File: src/rtl/mbist_response_analyzer.sv
// mbist_response_analyzer
// Read-side checker for the March BIST generator driving the 256x4 SRAM.
// Snoops the generator command bus, aligns each read's expected value with
// the SRAM read data READ_LAT cycles later, and accumulates a verdict.
//
// state  | meaning
// -------+-------------------------------------------------------------
// IDLE   | waiting for cen; nothing compared
// RUN    | generator active; reads are issued into the alignment pipe
// DRAIN  | generator finished; in-flight reads still being compared
// DONE   | verdict valid (done=1, pass=~fail); held until reset
module mbist_response_analyzer #(
    parameter int ADDR_W   = 8,
    parameter int DATA_W   = 4,
    parameter int READ_LAT = 1,
    parameter int ECNT_W   = 8,
    parameter int RCNT_W   = 11
) (
    input  logic              i_clk,
    input  logic              i_rst_n,
    input  logic              i_cen,
    input  logic              i_we,
    input  logic [ADDR_W-1:0] i_addr,
    input  logic [DATA_W-1:0] i_data,
    input  logic              i_cout,
    input  logic [DATA_W-1:0] i_rdata,
    output logic              o_fail,
    output logic [ECNT_W-1:0] o_err_cnt,
    output logic [ADDR_W-1:0] o_fail_addr,
    output logic [DATA_W-1:0] o_fail_mask,
    output logic [RCNT_W-1:0] o_rd_cnt,
    output logic              o_done,
    output logic              o_pass
);

    // Drain timer just needs to hold READ_LAT.
    localparam int DCNT_W = (READ_LAT < 2) ? 1 : $clog2(READ_LAT + 1);

    typedef enum logic [1:0] {
        ST_IDLE  = 2'd0,
        ST_RUN   = 2'd1,
        ST_DRAIN = 2'd2,
        ST_DONE  = 2'd3
    } state_t;

    state_t              r_state;
    state_t              w_state_nxt;
    logic [DCNT_W-1:0]   r_dcnt;
    logic [DCNT_W-1:0]   w_dcnt_nxt;
    logic                w_to_run;
    logic                w_rd_req;

    logic                r_pipe_vld  [READ_LAT];
    logic [ADDR_W-1:0]   r_pipe_addr [READ_LAT];
    logic [DATA_W-1:0]   r_pipe_exp  [READ_LAT];

    logic                w_tail_vld;
    logic [DATA_W-1:0]   w_mism;
    logic                w_err;

    logic                r_fail;
    logic [ECNT_W-1:0]   r_err_cnt;
    logic [ADDR_W-1:0]   r_fail_addr;
    logic [DATA_W-1:0]   r_fail_mask;
    logic [RCNT_W-1:0]   r_rd_cnt;

    // State and drain-timer registers.
    always_ff @(posedge i_clk or negedge i_rst_n) begin
        if (!i_rst_n) begin
            r_state <= ST_IDLE;
            r_dcnt  <= '0;
        end else begin
            r_state <= w_state_nxt;
            r_dcnt  <= w_dcnt_nxt;
        end
    end

    // Next-state logic, drain timer and read strobe.
    always_comb begin
        w_state_nxt = r_state;
        w_dcnt_nxt  = r_dcnt;
        w_to_run    = 1'b0;
        case (r_state)
            ST_IDLE: begin
                if (i_cen) begin
                    w_state_nxt = ST_RUN;
                    w_to_run    = 1'b1;
                end
            end
            ST_RUN: begin
                if (i_cen && i_cout) begin
                    w_state_nxt = ST_DRAIN;
                    w_dcnt_nxt  = DCNT_W'(READ_LAT);
                end
            end
            ST_DRAIN: begin
                // Terminal count at 1: DONE lands READ_LAT edges after cout.
                if (r_dcnt == DCNT_W'(1)) begin
                    w_state_nxt = ST_DONE;
                end else begin
                    w_dcnt_nxt = r_dcnt - 1'b1;
                end
            end
            ST_DONE: begin
                w_state_nxt = ST_DONE;
            end
            default: begin
                w_state_nxt = ST_IDLE;
            end
        endcase
        // The generator parks with we=0 once finished, so cout masks reads.
        w_rd_req = i_cen & ~i_we & ~i_cout & ((r_state == ST_RUN) | w_to_run);
    end

    // Alignment pipe: shifts every cycle so SRAM latency stays wall-clock.
    always_ff @(posedge i_clk or negedge i_rst_n) begin
        if (!i_rst_n) begin
            for (int i = 0; i < READ_LAT; i++) begin
                r_pipe_vld[i]  <= 1'b0;
                r_pipe_addr[i] <= '0;
                r_pipe_exp[i]  <= '0;
            end
        end else begin
            r_pipe_vld[0]  <= w_rd_req;
            r_pipe_addr[0] <= i_addr;
            r_pipe_exp[0]  <= i_data;
            for (int i = 1; i < READ_LAT; i++) begin
                r_pipe_vld[i]  <= r_pipe_vld[i-1];
                r_pipe_addr[i] <= r_pipe_addr[i-1];
                r_pipe_exp[i]  <= r_pipe_exp[i-1];
            end
        end
    end

    assign w_tail_vld = r_pipe_vld[READ_LAT-1];
    assign w_mism     = i_rdata ^ r_pipe_exp[READ_LAT-1];
    assign w_err      = w_tail_vld & (|w_mism);

    // Result accumulation; first-failure capture is frozen once fail is set.
    always_ff @(posedge i_clk or negedge i_rst_n) begin
        if (!i_rst_n) begin
            r_fail      <= 1'b0;
            r_err_cnt   <= '0;
            r_fail_addr <= '0;
            r_fail_mask <= '0;
            r_rd_cnt    <= '0;
        end else if (w_tail_vld) begin
            if (!(&r_rd_cnt)) begin
                r_rd_cnt <= r_rd_cnt + 1'b1;
            end
            if (w_err) begin
                r_fail <= 1'b1;
                if (!(&r_err_cnt)) begin
                    r_err_cnt <= r_err_cnt + 1'b1;
                end
                if (!r_fail) begin
                    r_fail_addr <= r_pipe_addr[READ_LAT-1];
                    r_fail_mask <= w_mism;
                end
            end
        end
    end

    assign o_fail      = r_fail;
    assign o_err_cnt   = r_err_cnt;
    assign o_fail_addr = r_fail_addr;
    assign o_fail_mask = r_fail_mask;
    assign o_rd_cnt    = r_rd_cnt;
    assign o_done      = (r_state == ST_DONE);
    assign o_pass      = (r_state == ST_DONE) & ~r_fail;

endmodule

File: config.mk
export PLATFORM = sky130hd
export DESIGN_NAME = mbist_response_analyzer
export DESIGN_NICKNAME = d
export VERILOG_FILES = /design/src/rtl/mbist_response_analyzer.sv
export SDC_FILE = /design/constraint.sdc
export NUM_CORES = 1
export LEC_CHECK = 0
export BUFFER_PORTS_ARGS = -buffer_cell sky130_fd_sc_hd__buf_2
export CORE_ASPECT_RATIO = 0.75
export CORE_UTILIZATION = 46
export DETAILED_ROUTE_END_ITERATION = 8
export PLACE_DENSITY = 0.75
export SYNTH_ARGS = -nofsm -noshare
export SYNTH_HDL_FRONTEND = slang
export SYNTH_SLANG_ARGS = --single-unit
File: constraint.sdc
create_clock -name i_clk -period 1.71 [get_ports i_clk]
set_input_delay 0.2565 -clock i_clk [delete_from_list [all_inputs] [get_ports i_clk]]
set_output_delay 0.2565 -clock i_clk [all_outputs]
set_load 0.005 [all_outputs]
## Word-level counts from Yosys, hierarchy flattened

Index checks and enable logic that the tools add are counted.

| word-level totals | value |
|---|---|
| register bits after elaboration | 48 |
| input bits | 21 |
| output and inout port bits | 34 |
| logic and storage cells | 52 |

| operators by class | value |
|---|---|
| add/sub/neg operators | 3 |
| eq/ne operators | 6 |
| muxes and demuxes | 9 |
| bitwise logic cells | 12 |
| reduce and logical (&&, ||, !) cells | 12 |

Operators with widths:

| kind | number |
|---|---|
| $add 11x1->11 const B | 1 |
| $reduce_and 11->1 | 1 |
| $reduce_and 3->1 | 3 |
| $add 8x1->8 const B | 1 |
| $pmux 2 s4 | 1 |
| $reduce_and 8->1 | 1 |
| $mux 2 | 3 |
| $ne 2x2->1 const B | 3 |
| $reduce_and 2->1 | 3 |
| $and 1x1->1 | 5 |
| $not 1->1 | 5 |
| $eq 2x2->1 const B | 2 |
| $mux 1 | 4 |
| $reduce_or 4->1 | 1 |
| $xor 4x4->4 | 1 |
| $eq 2x1->1 const B | 1 |
| $logic_not 2->1 | 1 |
| $pmux 1 s2 | 1 |
| $reduce_bool 2->1 | 1 |
| $logic_and 1x1->1 | 1 |
| $or 1x1->1 | 1 |
| $sub 1x1->1 const B | 1 |

## Depth between registers and ports, before layout

Gate-level depths: netlist of run 1.

| logic depth | value |
|---|---|
| depth after elaboration | 4 |
| gate-level depth with buffers | 5 |
| depth with buffers taken out | 5 |

## Worst setup path before layout of run 1

No wires, ideal clock.

| path | value |
|---|---|
| kind | reg-to-reg |
| start point | register r_pipe_exp[0] in the netlist's numbering |
| end point | register r_fail_addr[0], in the netlist o_fail_addr[0] |
| library setup time | 125 ps |
| data arrival time | 1,630 ps |
| setup slack | -45 ps |
| stages on the path, launching flop included | 6 |
| cells stage by stage | dfrtp_1 -> xor2_1 -> o41ai_4 -> nor2_2 -> buf_6 -> mux2_4 |

| on the way | value |
|---|---|
| word-level cells in the longest chain between the ends | 4 |

Ends and longest elaborated chain:

| what | RTL line | RTL |
|---|---|---|
| start, declared | 55 | `logic [DATA_W-1:0] r_pipe_exp [READ_LAT];` |
| start signal, assigned by index | 130 | `r_pipe_exp[i] <= r_pipe_exp[i-1];` |
| $xor 4x4->4 | 136 | `assign w_mism = i_rdata ^ r_pipe_exp[READ_LAT-1];` |
| $reduce_or 4->1 | 137 | `assign w_err = w_tail_vld & (\|w_mism);` |
| $and 1x1->1 | 137 |  |
| $reduce_and 3->1 (no line) | n/a |  |
| end signal, assigned | 157 | `r_fail_addr <= r_pipe_addr[READ_LAT-1];` |
| end, declared | 63 | `logic [ADDR_W-1:0] r_fail_addr;` |

Every way passes these cells.
A chain may end at the register's enable or synchronous reset.

## Worst setup path after layout of run 1

| path | value |
|---|---|
| start point | register r_pipe_exp[1] in the netlist's numbering |
| end point | register r_err_cnt[6], in the netlist o_err_cnt[6] |

| on the way | value |
|---|---|
| word-level cells in the longest chain between the ends | 4 |

Ends and longest elaborated chain:

| what | RTL line | RTL |
|---|---|---|
| $xor 4x4->4 | 136 |  |
| $reduce_or 4->1 | 137 |  |
| $and 1x1->1 | 137 |  |
| $reduce_and 3->1 (no line) | n/a |  |
| end signal, assigned | 154 | `r_err_cnt <= r_err_cnt + 1'b1;` |
| end, declared | 62 | `logic [ECNT_W-1:0] r_err_cnt;` |

Every way passes these cells.

==> out/results.ini, run 1 <==
[timing]
setup_violations=2
max_slew_margin=0.615
hold_violations=0
worst_pin_slew_ns=0.577
clock_skew_ns=0.00727
whs_ns=0.0223
fmax_mhz=584
slew_violations=0
min_period_ns=1.71
layout_setup_ws_ns=-0.00293
post-route-period-util=1.00
rsz0062_at_grt=yes

[finish]
syn_to_final_growth_pct=29.9
drive_above_1_share=0.468
multi_input_area_um2=753
ff_latch_area_um2=1200
finalInstanceArea_um2=2490
stdcell_count=257
fin_nets=227
filler_cell_count=298
diodes=0

[global_route]
grtUsageTotal=0.177
grt_pass1_vias=1297
gr-usage-met3=0.0614
grt_use_met2=0.274
met1_usage=0.234
grt_max_degree=49
antenna_found_initial=0
busiest_layer=met2
grt_pass1_wl_um=5980
grt_overflow=0

[clock_tree]
clk_pin_slew_worst_paths_ns=0.09
clkLatencyLatePin_ns=0.30
cts_buffers=5
tritoncts=built
clockRootBuffer=clkbuf_8
cts_hold_buffers=0
clockBufferDepth=2
cts_sinks=48
cts_max_level=2

[synthesis]
yosysSeqAreaShare=0.626
syn_nets=159
syn_area_um2=1920
synth_seq_cells=48
yosys_warnings=0
synth_cell_types=27
synth_cells=136
synth_area_per_cell_um2=14.1

[placement]
preCtsSetupSlack_ns=-0.258
placed_cell_area_um2=2280
dp.cells=244
hpwl_um=2550
gp_congestion=0.791
port_buffers=54

[critical_path]
cp_slowest_cell=o41ai_4
cp.arrival_ns=1.90
crit_chain=xor2_2 > o41ai_4 > buf_6 > nor3_2 > mux2_4
path_max_fanout=8
cp-start-kind=flop
critPathBufInv=1
crit_type=reg2reg
critical_path_required_ns=1.90
ff2ff_path_depth=5
crit_family=compound AO/OA/AOI/OAI gates
r2r_end=o_err_cnt[6]
endpoint_kind=flop
r2r-start=r_pipe_exp[1]
slowest_delay_ns=0.48
r2r_slack_ns=-0.003

[drt]
via_count=1309
viasPerCell=5.09
initialDrtViolationCount=64
wl_per_cell_um=13.9
drcViolationCount=0
postRouteAntennaNets=0
routed_wl_um=3580
drt_pre_antenna_iters=4

[floorplan]
die_h_um=57.9
rows=19
die_area_um2=4440
initial_core_util=0.501
die_w_um=76.6
coreArea_um2=3830
floorplan.io_pins=55

[power]
total_leakage_power_nw=1.27
irDropWorstVdd_v=0.000579
p_per_area_nw_per_um2=990
power_mw=2.47

[run_status]
violations=negative setup slack
run_status=finished, violations left

[run]
max-cap-violations=0

[min_path]
hold_path.class=in2async

[layer usage]
layer / vias to the layer above / share of wire
met5: - / 0
met4: 0 / 0.019
met3: 9 / 0.062
met2: 40 / 0.46
met1: 646 / 0.46
li1: 614 / -
[cells in the mapped netlist]
| master | n | area share |
|---|---|---|
| a21o_1 | 1 | 0.0039 |
| a31o_2 | 1 | 0.0046 |
| and3_1 | 8 | 0.026 |
| and4_1 | 2 | 0.0091 |
| buf_6 | 1 | 0.0059 |
| clkbuf_1 | 1 | 0.0020 |
| dfrtp_1 | 48 | 0.63 |
| ha_1 | 2 | 0.013 |
| inv_1 | 1 | 0.0020 |
| mux2_1 | 2 | 0.012 |
| mux2_2 | 4 | 0.023 |
| mux2_4 | 10 | 0.078 |
| nand2_1 | 6 | 0.012 |
| nand2b_1 | 3 | 0.0098 |
| nand3_1 | 10 | 0.026 |
| nand4_1 | 3 | 0.0098 |
| nor2_1 | 3 | 0.0059 |
| nor2_2 | 1 | 0.0033 |
| nor3_1 | 3 | 0.0078 |
| nor3b_1 | 1 | 0.0039 |
| nor4_1 | 1 | 0.0033 |
| nor4b_1 | 2 | 0.0091 |
| o21a_1 | 1 | 0.0039 |
| o21ai_0 | 3 | 0.0078 |
| o41ai_4 | 1 | 0.014 |
| xnor2_1 | 7 | 0.032 |
| xor2_1 | 10 | 0.046 |
[repair_timing]
action | in CTS | in global routing
hold endpoints to repair | 0 | 0
setup buffers | 3 | 2
setup endpoints to repair | 12 | 18
gates resized for setup | 7 | 6
pin swaps | 3 | 1
[cell type report]
class                   count  share of cell area
flip-flops and latches     48               0.482
multi-input cells          85               0.302
repair buffers             63               0.142
clock buffers               5              0.0276
well taps                  52              0.0261
clock inverters             3              0.0191
inverters                   1             0.00151
[state kept, by name (all words and copies together) (netlist names)]
| signal | count |
|---|---|
| r_pipe_addr | 8 |
| r_pipe_exp | 4 |
| r_pipe_vld | 1 |
| o_fail | 1 |
| o_err_cnt | 8 |
| o_fail_mask | 4 |
| r_state | 2 |
| o_rd_cnt | 11 |
| o_fail_addr | 8 |
| r_dcnt | 1 |
[power breakdown]
part | leakage [nW] | internal, mW | switching [mW] | total [mW]
logic | 0.606 | 0.198 | 0.137 | 0.334
clock network | 0.0583 | 0.440 | 0.375 | 0.815
registers | 0.609 | 1.24 | 0.0791 | 1.32
total | 1.27 | 1.88 | 0.591 | 2.47
[cells in the final DEF, fill, tap and decap left out, types with 2 or more instances in the layout]
master	n
nand4_1	3
clkbuf_8	5
xor2_2	3
clkinv_4	2
mux2_4	12
mux2_2	4
nor2_1	2
nand2b_1	3
ha_1	2
buf_6	4
buf_2	54
dfrtp_1	48
xor2_1	7
buf_4	5
and4_1	2
nor2_4	2
nand2_1	6
nand3_1	10
and3_1	8
o21ai_0	3
xnor2_1	7
nor3_1	2
[kinds of logic after synthesis]
logic type,after synthesis,synth area share
AOI/OAI and AO/OA,7,0.0346
xor gates and xnor gates,17,0.0776
adders and majority gates,2,0.0130
buffers and inverters,3,0.00977
DFF,48,0.626
muxes,16,0.113
and+or+nand+nor,43,0.126
[stage by stage]
stage | util | setup TNS (ns)
floorplan | - | -0.335
global placement | 0.595 | -1.36
detailed placement | 0.595 | -2.47
CTS | 0.640 | 0
global route | 0.651 | -0.524
finish | 0.651 | -0.00365
[worst max path at each step]
stage	startpoint	to	slack (ns)	cells past startpoint
5_1_grt	r_pipe_exp[1]	o_err_cnt[1]	-0.05	5
3_5_place_dp	r_pipe_exp[2]	o_fail_mask[3]	-0.26	4
4_1_cts	r_pipe_exp[1]	o_err_cnt[6]	0.006	5
2_1_floorplan	r_pipe_exp[0]	o_fail_addr[0]	-0.03	5
3_3_place_gp	r_pipe_exp[2]	o_fail_mask[3]	-0.16	4
6_report	r_pipe_exp[1]	o_err_cnt[6]	-0.003	5
Power figures use the tool's default switching activity.
==> inputs of run 2 (changes only) <==
--- a/config.mk
+++ b/config.mk
@@ -9,7 +9,7 @@
 export CORE_ASPECT_RATIO = 0.75
 export CORE_UTILIZATION = 46
 export DETAILED_ROUTE_END_ITERATION = 8
-export PLACE_DENSITY = 0.75
+export PLACE_DENSITY = 0.81
 export SYNTH_ARGS = -nofsm -noshare
 export SYNTH_HDL_FRONTEND = slang
 export SYNTH_SLANG_ARGS = --single-unit
==> run 2 against run 1 <==
  * The run still ends with negative setup slack left
  * Sequential cell count unchanged
  * First-iteration DRC count decreased by 19%
  * Routed wire length down 1.8%
  * Maximum frequency fell by 0.31%
  * Utilization increased by 0.20 points
  * Die area unchanged
  * Count of clock-buffer cells in the layout increased by 3
  * Critical path depth unchanged
==> out/results.ini, run 2 (same netlist as run 1, synthesis figures left out) <==
[power]
irDropWorstVdd_v=0.000479  ; was 0.000579 V
p_per_area_nw_per_um2=932  ; was 990 nW/um2
total_leakage_power_nw=1.29  ; was 1.27 nW

[critical_path]
crit_type=reg2reg  ; unchanged
cp-start-kind=flop  ; unchanged
path_max_fanout=7  ; was 8
endpoint_kind=flop  ; unchanged
cp.arrival_ns=1.90  ; about the same
r2r_slack_ns=-0.008  ; was -0.003 ns
critical_path_required_ns=1.89  ; was 1.90 ns

[clock_tree]
clockRootBuffer=clkbuf_8  ; unchanged
cts_buffers=5  ; unchanged
cts_sinks=48  ; unchanged
cts_max_level=2  ; unchanged
tritoncts=built  ; unchanged
clockBufferDepth=2  ; unchanged
clkLatencyLatePin_ns=0.29  ; was 0.30 ns
clk_pin_slew_worst_paths_ns=0.08  ; was 0.09 ns

[placement]
gp_congestion=0.801  ; was 0.791
port_buffers=54  ; unchanged
preCtsSetupSlack_ns=-0.271  ; was -0.258 ns
hpwl_um=2460  ; was 2550 um

[floorplan]
die_area_um2=4440  ; unchanged
coreArea_um2=3830  ; unchanged
die_h_um=57.9  ; unchanged
rows=19  ; unchanged
floorplan.io_pins=55  ; unchanged
die_w_um=76.6  ; unchanged
initial_core_util=0.501  ; unchanged

[timing]
clock_skew_ns=0.00757  ; was 0.00727 ns
post-route-period-util=1.00  ; about the same
rsz0062_at_grt=yes  ; unchanged
tns_ns=-0.0156  ; was -0.00365 ns
layout_setup_ws_ns=-0.00822  ; was -0.00293 ns
min_period_ns=1.72  ; was 1.71 ns
hold_violations=0  ; unchanged
worst_pin_slew_ns=0.497  ; was 0.577 ns
max_slew_margin=0.668  ; was 0.615
slew_violations=0  ; unchanged
fmax_mhz=582  ; was 584 MHz
setup_violations=2  ; unchanged

[finish]
diodes=0  ; unchanged
filler_cell_count=303  ; was 298
final_cell_mix=buf_2, dfrtp_1, mux2_4  ; unchanged
utilization=0.653  ; was 0.651
ff_latch_area_um2=1200  ; unchanged
final_common_cell=buf_2  ; unchanged
largest_reg_flops=11  ; unchanged
syn_to_final_growth_pct=30.2  ; was 29.9%
drive_above_1_share=0.456  ; was 0.468
fin_nets=228  ; was 227
multi_input_area_um2=759  ; was 753 um2

[drt]
viasPerCell=4.89  ; was 5.09
routed_wl_um=3520  ; was 3580 um
wl_per_cell_um=13.6  ; was 13.9 um
initialDrtViolationCount=52  ; was 64
via_count=1262  ; was 1309
drcViolationCount=0  ; unchanged
drt_pre_antenna_iters=4  ; unchanged
postRouteAntennaNets=0  ; unchanged

[global_route]
grtUsageTotal=0.174  ; was 0.177
antenna_found_initial=0  ; unchanged
grt_pass1_vias=1203  ; was 1297
grt_max_degree=30  ; was 49
grt_overflow=0  ; unchanged
grt_pass1_wl_um=5700  ; was 5980 um

[run_status]
violations=negative setup slack  ; unchanged
run_status=finished, violations left  ; unchanged

[min_path]
hold_path.class=in2reg  ; was in2async

[run]
max-cap-violations=0  ; unchanged

-- run 2: cell types whose count changed in the layout (fill, tap and decap cells not counted), sizes merged --
cell / before / now
bufinv: 1 / 0
clkbuf: 5 / 8
clkinv: 2 / 0
dlygate4sd3: 0 / 1
-- run 2: where the power goes --
group          switching (mW)  total, mW  internal, mW
combinational           0.134      0.335         0.202
sequential             0.0788       1.32          1.24
clock                   0.347      0.677         0.330
-- run 2: final timing paths --
path | cells after the start | to | startpoint
setup / recovery | 5 | o_err_cnt[1] | r_pipe_exp[0]
hold / removal | 1 | r_pipe_exp[0] | i_data[0]
setup reg to reg | 5 | o_err_cnt[1] | r_pipe_exp[0]
hold reg to reg | 1 | r_dcnt | r_dcnt
max in group asynchronous | 3 | r_pipe_addr[0] | i_rst_n
min in group asynchronous | 2 | o_fail_mask[2] | i_rst_n
-- run 2: per-layer routing --
metal,vias up,wire length (um),track usage
met5,-,0,0
met4,0,50,0.0742
met3,5,143,0.0520
met2,35,1700,0.268
met1,613,1620,0.233
li1,609,-,-
-- run 2: critical path, cell delays in order (launching register included) --
cell and delay, ns:
dfrtp_1 0.41, xor2_2 0.20, o41ai_4 0.45, buf_6 0.20, nor2_4 0.05, mux2_4 0.31
-- run 2: final cells by class --
class,count,area share
sequential,48,0.480
multi-input combinational,85,0.304
timing repair buffer,64,0.152
clock buffer,8,0.0360
tap,52,0.0260
inverter,1,0.00150
-- run 2: repair_timing --
action                     in CTS  in global routing
buffers inserted                3                  1
hold endpoints to repair       19                  0
pin swaps                       2                  5
hold buffers                    1                  0
setup endpoints to repair      12                  9
resized for setup               2                 10
-- run 2: through the flow --
stage          instances  hold slack, ns  total power [mW]  instance area, um2
3_5_place_dp         245           0.236              1.67                2300
6_report             258          0.0633              2.33                2500
4_1_cts              257          0.0540              2.35                2440
2_1_floorplan        136         -0.0391              1.47                1930
5_1_grt              258          0.0521              2.45                2500
3_3_place_gp         245           0.231              1.66                2300
